===== config.mk =====
export PLATFORM = sky130hd
export DESIGN_NAME = alu_serial
export DESIGN_NICKNAME = d
export VERILOG_FILES = /design/src/rtl/alu_serial.sv
export SDC_FILE = /design/constraint.sdc
export NUM_CORES = 1
export LEC_CHECK = 0
export ABC_AREA = 1
export CAP_MARGIN = 20
export CORE_MARGIN = 2
export CORE_UTILIZATION = 45
export CTS_BUF_LIST = sky130_fd_sc_hd__clkbuf_16
export CTS_CLUSTER_SIZE = 25
export DETAILED_ROUTE_END_ITERATION = 6
export PLACE_DENSITY_LB_ADDON = 0.1
export SYNTH_ARGS = -nofsm -noshare
export SYNTH_HDL_FRONTEND = slang
export SYNTH_SLANG_ARGS = --single-unit

===== constraint.sdc =====
create_clock -name clk_i -period 8.62 [get_ports clk_i]
set_input_delay 0.862 -clock clk_i [delete_from_list [all_inputs] [get_ports clk_i]]
set_output_delay 0.862 -clock clk_i [all_outputs]
set_load 0.1 [all_outputs]

===== src/rtl/alu_serial.sv =====
`default_nettype none
// ============================================================================
// Module   : alu_serial
// Summary  : Digit-serial ALU. Processes WIDTH-bit operands DIGIT bits per
//            clock, least-significant digit first, with a carry register
//            chained between digits. Provides a start/busy/done handshake,
//            latched operands and zero/carry/overflow flags.
// Revision : 1.0 - initial release
// ============================================================================
module alu_serial #(
    parameter int WIDTH = 32,
    parameter int DIGIT = 4
) (
    input  logic             clk_i,
    input  logic             rst_n,
    input  logic             start_i,
    input  logic [2:0]       operation_i,
    input  logic [WIDTH-1:0] src1_i,
    input  logic [WIDTH-1:0] src2_i,
    output logic             busy_o,
    output logic             done_o,
    output logic [WIDTH-1:0] result_o,
    output logic             zero_o,
    output logic             cout_o,
    output logic             overflow_o
);

    localparam int c_num_digits = WIDTH / DIGIT;
    localparam int c_cnt_w      = (c_num_digits > 1) ? $clog2(c_num_digits) : 1;
    localparam logic [c_cnt_w-1:0] c_last_digit = c_cnt_w'(c_num_digits - 1);

    localparam logic [2:0] c_op_and = 3'b001;
    localparam logic [2:0] c_op_or  = 3'b010;
    localparam logic [2:0] c_op_add = 3'b011;
    localparam logic [2:0] c_op_sub = 3'b100;
    localparam logic [2:0] c_op_nor = 3'b101;
    localparam logic [2:0] c_op_slt = 3'b110;

    typedef enum logic [1:0] {
        ST_IDLE = 2'd0,
        ST_RUN  = 2'd1,
        ST_DONE = 2'd2
    } state_t;

    state_t               r_state;
    logic [WIDTH-1:0]     r_a;
    logic [WIDTH-1:0]     r_b;
    logic [2:0]           r_op;
    logic [c_cnt_w-1:0]   r_cnt;
    logic                 r_carry;
    logic [WIDTH-1:0]     r_acc;

    logic [31:0]          w_base;
    logic [DIGIT-1:0]     w_a_dig;
    logic [DIGIT-1:0]     w_b_dig;
    logic [DIGIT-1:0]     w_b_eff;
    logic                 w_is_sub;
    logic [DIGIT:0]       w_sum;
    logic [DIGIT-1:0]     w_dres;
    logic [WIDTH-1:0]     w_full;
    logic                 w_add_ovf;
    logic                 w_sub_ovf;
    logic [WIDTH-1:0]     w_result;
    logic                 w_cout;
    logic                 w_ovf;

    // Select the current digit of each latched operand and compute it.
    always_comb begin
        w_base   = 32'(r_cnt) * 32'(DIGIT);
        w_a_dig  = DIGIT'(r_a >> w_base);
        w_b_dig  = DIGIT'(r_b >> w_base);
        w_is_sub = (r_op == c_op_sub) || (r_op == c_op_slt);
        w_b_eff  = w_is_sub ? ~w_b_dig : w_b_dig;
        w_sum    = {1'b0, w_a_dig} + {1'b0, w_b_eff} + {{DIGIT{1'b0}}, r_carry};
        case (r_op)
            c_op_and: w_dres = w_a_dig & w_b_dig;
            c_op_or:  w_dres = w_a_dig | w_b_dig;
            c_op_nor: w_dres = ~w_a_dig & ~w_b_dig;
            c_op_add,
            c_op_sub,
            c_op_slt: w_dres = w_sum[DIGIT-1:0];
            default:  w_dres = '0;
        endcase
    end

    // Assemble the full-width value and flags as they stand on the last digit.
    always_comb begin
        // Accumulator slots not yet written are zero, so OR-ing places the digit.
        w_full    = r_acc | (WIDTH'(w_dres) << w_base);
        w_add_ovf = (r_a[WIDTH-1] == r_b[WIDTH-1]) && (w_full[WIDTH-1] != r_a[WIDTH-1]);
        w_sub_ovf = (r_a[WIDTH-1] != r_b[WIDTH-1]) && (w_full[WIDTH-1] != r_a[WIDTH-1]);
        w_result  = w_full;
        w_cout    = 1'b0;
        w_ovf     = 1'b0;
        case (r_op)
            c_op_add: begin
                w_cout = w_sum[DIGIT];
                w_ovf  = w_add_ovf;
            end
            c_op_sub: begin
                w_cout = w_sum[DIGIT];
                w_ovf  = w_sub_ovf;
            end
            // Sign of the difference corrected by overflow gives a true signed compare.
            c_op_slt: w_result = WIDTH'(w_full[WIDTH-1] ^ w_sub_ovf);
            default:  ;
        endcase
    end

    // Control FSM, digit datapath registers and registered outputs.
    always_ff @(posedge clk_i or negedge rst_n) begin
        if (!rst_n) begin
            r_state    <= ST_IDLE;
            r_a        <= '0;
            r_b        <= '0;
            r_op       <= '0;
            r_cnt      <= '0;
            r_carry    <= 1'b0;
            r_acc      <= '0;
            busy_o     <= 1'b0;
            done_o     <= 1'b0;
            result_o   <= '0;
            zero_o     <= 1'b0;
            cout_o     <= 1'b0;
            overflow_o <= 1'b0;
        end else begin
            done_o <= 1'b0;
            case (r_state)
                ST_IDLE,
                ST_DONE: begin
                    if (start_i) begin
                        r_state <= ST_RUN;
                        r_a     <= src1_i;
                        r_b     <= src2_i;
                        r_op    <= operation_i;
                        r_cnt   <= '0;
                        r_acc   <= '0;
                        r_carry <= (operation_i == c_op_sub) || (operation_i == c_op_slt);
                        busy_o  <= 1'b1;
                    end else begin
                        r_state <= ST_IDLE;
                        busy_o  <= 1'b0;
                    end
                end
                ST_RUN: begin
                    r_acc   <= w_full;
                    r_carry <= w_sum[DIGIT];
                    r_cnt   <= r_cnt + c_cnt_w'(1);
                    if (r_cnt == c_last_digit) begin
                        r_state    <= ST_DONE;
                        busy_o     <= 1'b0;
                        done_o     <= 1'b1;
                        result_o   <= w_result;
                        zero_o     <= (w_result == '0);
                        cout_o     <= w_cout;
                        overflow_o <= w_ovf;
                    end
                end
                default: begin
                    r_state <= ST_IDLE;
                    busy_o  <= 1'b0;
                end
            endcase
        end
    end

endmodule
`default_nettype wire


==> results.toml <==
[final_layout]
nets = 1079
multi_input_area_mm2 = 0.002845
final_area_mm2 = 0.008735
n_antenna_cell = 0
area_growth_syn_to_layout_pct = 23.36
drive_gt1_share_pct = 5.030
fill_cells = 1499
layout.cells.non_filler = 1225
regArea_mm2 = 0.003555

[place]
dp_hpwl_um = 11430
place.gp.congestion = 0.8232
dp.cells = 1193
portBuffers = 106
place_area_mm2 = 0.008169

[worst_setup_path]
r2r_end = "zero_o"
cp-end-kind = "register"
cpMaxStageDelayCell = "dfrtp_1"
arrival_ps = 4650
critPathKind = "reg2reg"
cp_common_cell = "nand2_1"
path_cells = "inv_1 > nand3_1 > nand2_1 > xor2_1 > fa_1 > inv_1 > fa_1 > nand2_1 > a21boi_2 > nand2_2 > nand4_1 > nand2_1 > nand2_1 > nand2_1 > nor2_1 > nand2_1 > nor2_1 > nand3_1 > nand2_1"
reg2reg_slack_ps = 4330
cp.required_ps = 8980
crit_fanout = 32
path_buf_inv = 2
critPathMaxStageDelay_ps = 810
r2r_cells = 19
critPathTopFamily = "simple AND/OR/NAND/NOR gates"
cp-start-kind = "register"
r2r-start = "r_cnt[2]"

[drt]
ant_nets = 0
via_per_inst = 4.971
wl_um = 17470
dr.pass1.iters = 5
vias = 6089
drcViolationCount = 0
drtIter0Drc = 530
wire_per_inst_um = 14.26

[sta]
tightestPinTransition_ps = 1007
final_hold_viol_count = 0
grt_setup_unrepaired = "no"
timing.fmax_mhz = 233.3
setup_viol = 0
timing_max_transition_violations_final = 0
layout_min_cycle_time_ps = 4286
min_period_over_period_pct = 49.73
slew_headroom_pct = 32.84
finClkSkew_ps = 9.214
fin_setup_tns_ps = 0

[clock_tree]
clk_pin_slew_ps = 50
cts.sinks = 142
cts_buffers = 17
cts_tree = "yes"
cts_resized = 0
post_cts_buffers = 0
cts_root_buf = "clkbuf_16"
cts_buffer_depth = 2
cts-htree-levels = 4
cts_hold_buf = 0
clock_latency_ps = 430

[logic_synthesis]
synth_cells = 924
yosys-top-cells-count = "nand2_1 (309), dfrtp_1 (142), o21ai_0 (118), inv_1 (103), nand3_1 (59)"
yosysSeqAreaShare_pct = 50.19
synth.area.top_cells = "dfrtp_1 (50%), nand2_1 (16%), o21ai_0 (8.3%)"
synth_top_family_by_area = "simple AND/OR/NAND/NOR gates"
avgSynthCellArea_um2 = 7.663
synth.most_common_cell = "nand2_1"
synth_edf_count = 0
synth_area_leader_cell = "dfrtp_1"
synth-simple-area-share_pct = 27.32
ys.flop_type = "dfrtp_1"
synth_seq_cells = 142
yosys.area.top_type_share_pct = 50.19
synth-compound-area-share_pct = 10.55
synth_xor_xnor_area_share_pct = 0.6185
synth_nets = 1002
synthAdderAreaFrac_pct = 1.626
ys_types = 35
ys_warn_count = 0
async_reset_ff_share_pct = 100.0
synthMuxAreaShare_pct = 0
syn_area_mm2 = 0.007081

[global_routing]
grt_use_total_pct = 22.47
grt_pass1_wl_um = 29620
grt_overflow = 0
antenna_found_initial = 0
grt_max_degree = 119
first_global_vias = 5817

[floorplanning]
die_area_mm2 = 0.01675
row_count = 45
io_pins = 107
core-area_mm2 = 0.01531
die_w_um = 129.4
die_y_um = 129.4
initial_core_util_pct = 46.23

[hold_path]
min_path_type = "in2async"

[status]
status = "finished, final reports clean"

[flow_run]
drv_cap = 0
cells by family after synthesis:
kind of cell	count (synthesis)
AOI/OAI and AO/OA	144
adders and majority gates	8
buffers and inverters	160
xor gates and xnor gates	5
and+or+nand+nor	465
DFF	142
metal layers:
layer	wire (um)	vias up	GRT usage, %
li1	-	3068	-
met1	8975	2830	34.90
met2	7401	165	31.83
met3	828	26	4.335
met4	259	0	6.768
met5	0	-	0
state kept, by name, summed over array words and instances (netlist names):
register,flops
r_a,32
r_acc,32
r_b,32
result_o,32
r_cnt,3
r_op,3
r_state,2
busy_o,1
cout_o,1
done_o,1
overflow_o,1
r_carry,1
zero_o,1
area by class of cell:
cell class | instances | share of cell area [%]
inverter | 108 | 4.727
multi-input combinational | 622 | 32.57
clock buffer | 17 | 4.870
tap | 211 | 3.022
sequential | 142 | 40.70
timing repair buffer | 110 | 12.51
clock inverter | 15 | 1.604
stage by stage:
step	hold slack (ps)	worst slack [ps]	utilization, %
finish	449.6	4334	57.03
global route	499.2	3967	57.03
CTS	481.4	4392	57.03
detailed placement	466.1	4409	53.34
global placement	462.4	4526	53.34
floorplan	449.8	5734	-
layout by cell type (no fill, tap or decap), types with 6 or more instances in the layout:
master | netlist | layout
o21ai_1 | 9 | 9
clkdlybuf4s50_1 | 0 | 105
nand4_1 | 24 | 24
dfrtp_1 | 142 | 141
nand2_1 | 309 | 309
nand3_1 | 59 | 59
a21oi_1 | 9 | 9
inv_1 | 103 | 109
nand2_2 | 10 | 10
clkbuf_16 | 0 | 17
ha_1 | 6 | 6
o21ai_0 | 118 | 118
nor2_1 | 55 | 55
how the worst max path moves through the flow:
stage	slack (ps)	cells past startpoint	start	to
global route	3970	20	r_cnt[2]	zero_o
detailed placement	4410	19	r_cnt[2]	zero_o
CTS	4390	19	r_cnt[2]	zero_o
floorplan	5730	22	r_cnt[1]	zero_o
global placement	4530	19	r_cnt[2]	zero_o
finish	4330	19	r_cnt[2]	zero_o
Power is left out: the tool's default activity adds up to more than one toggle a clock period on the data nets, which glitch-free logic cannot reach.
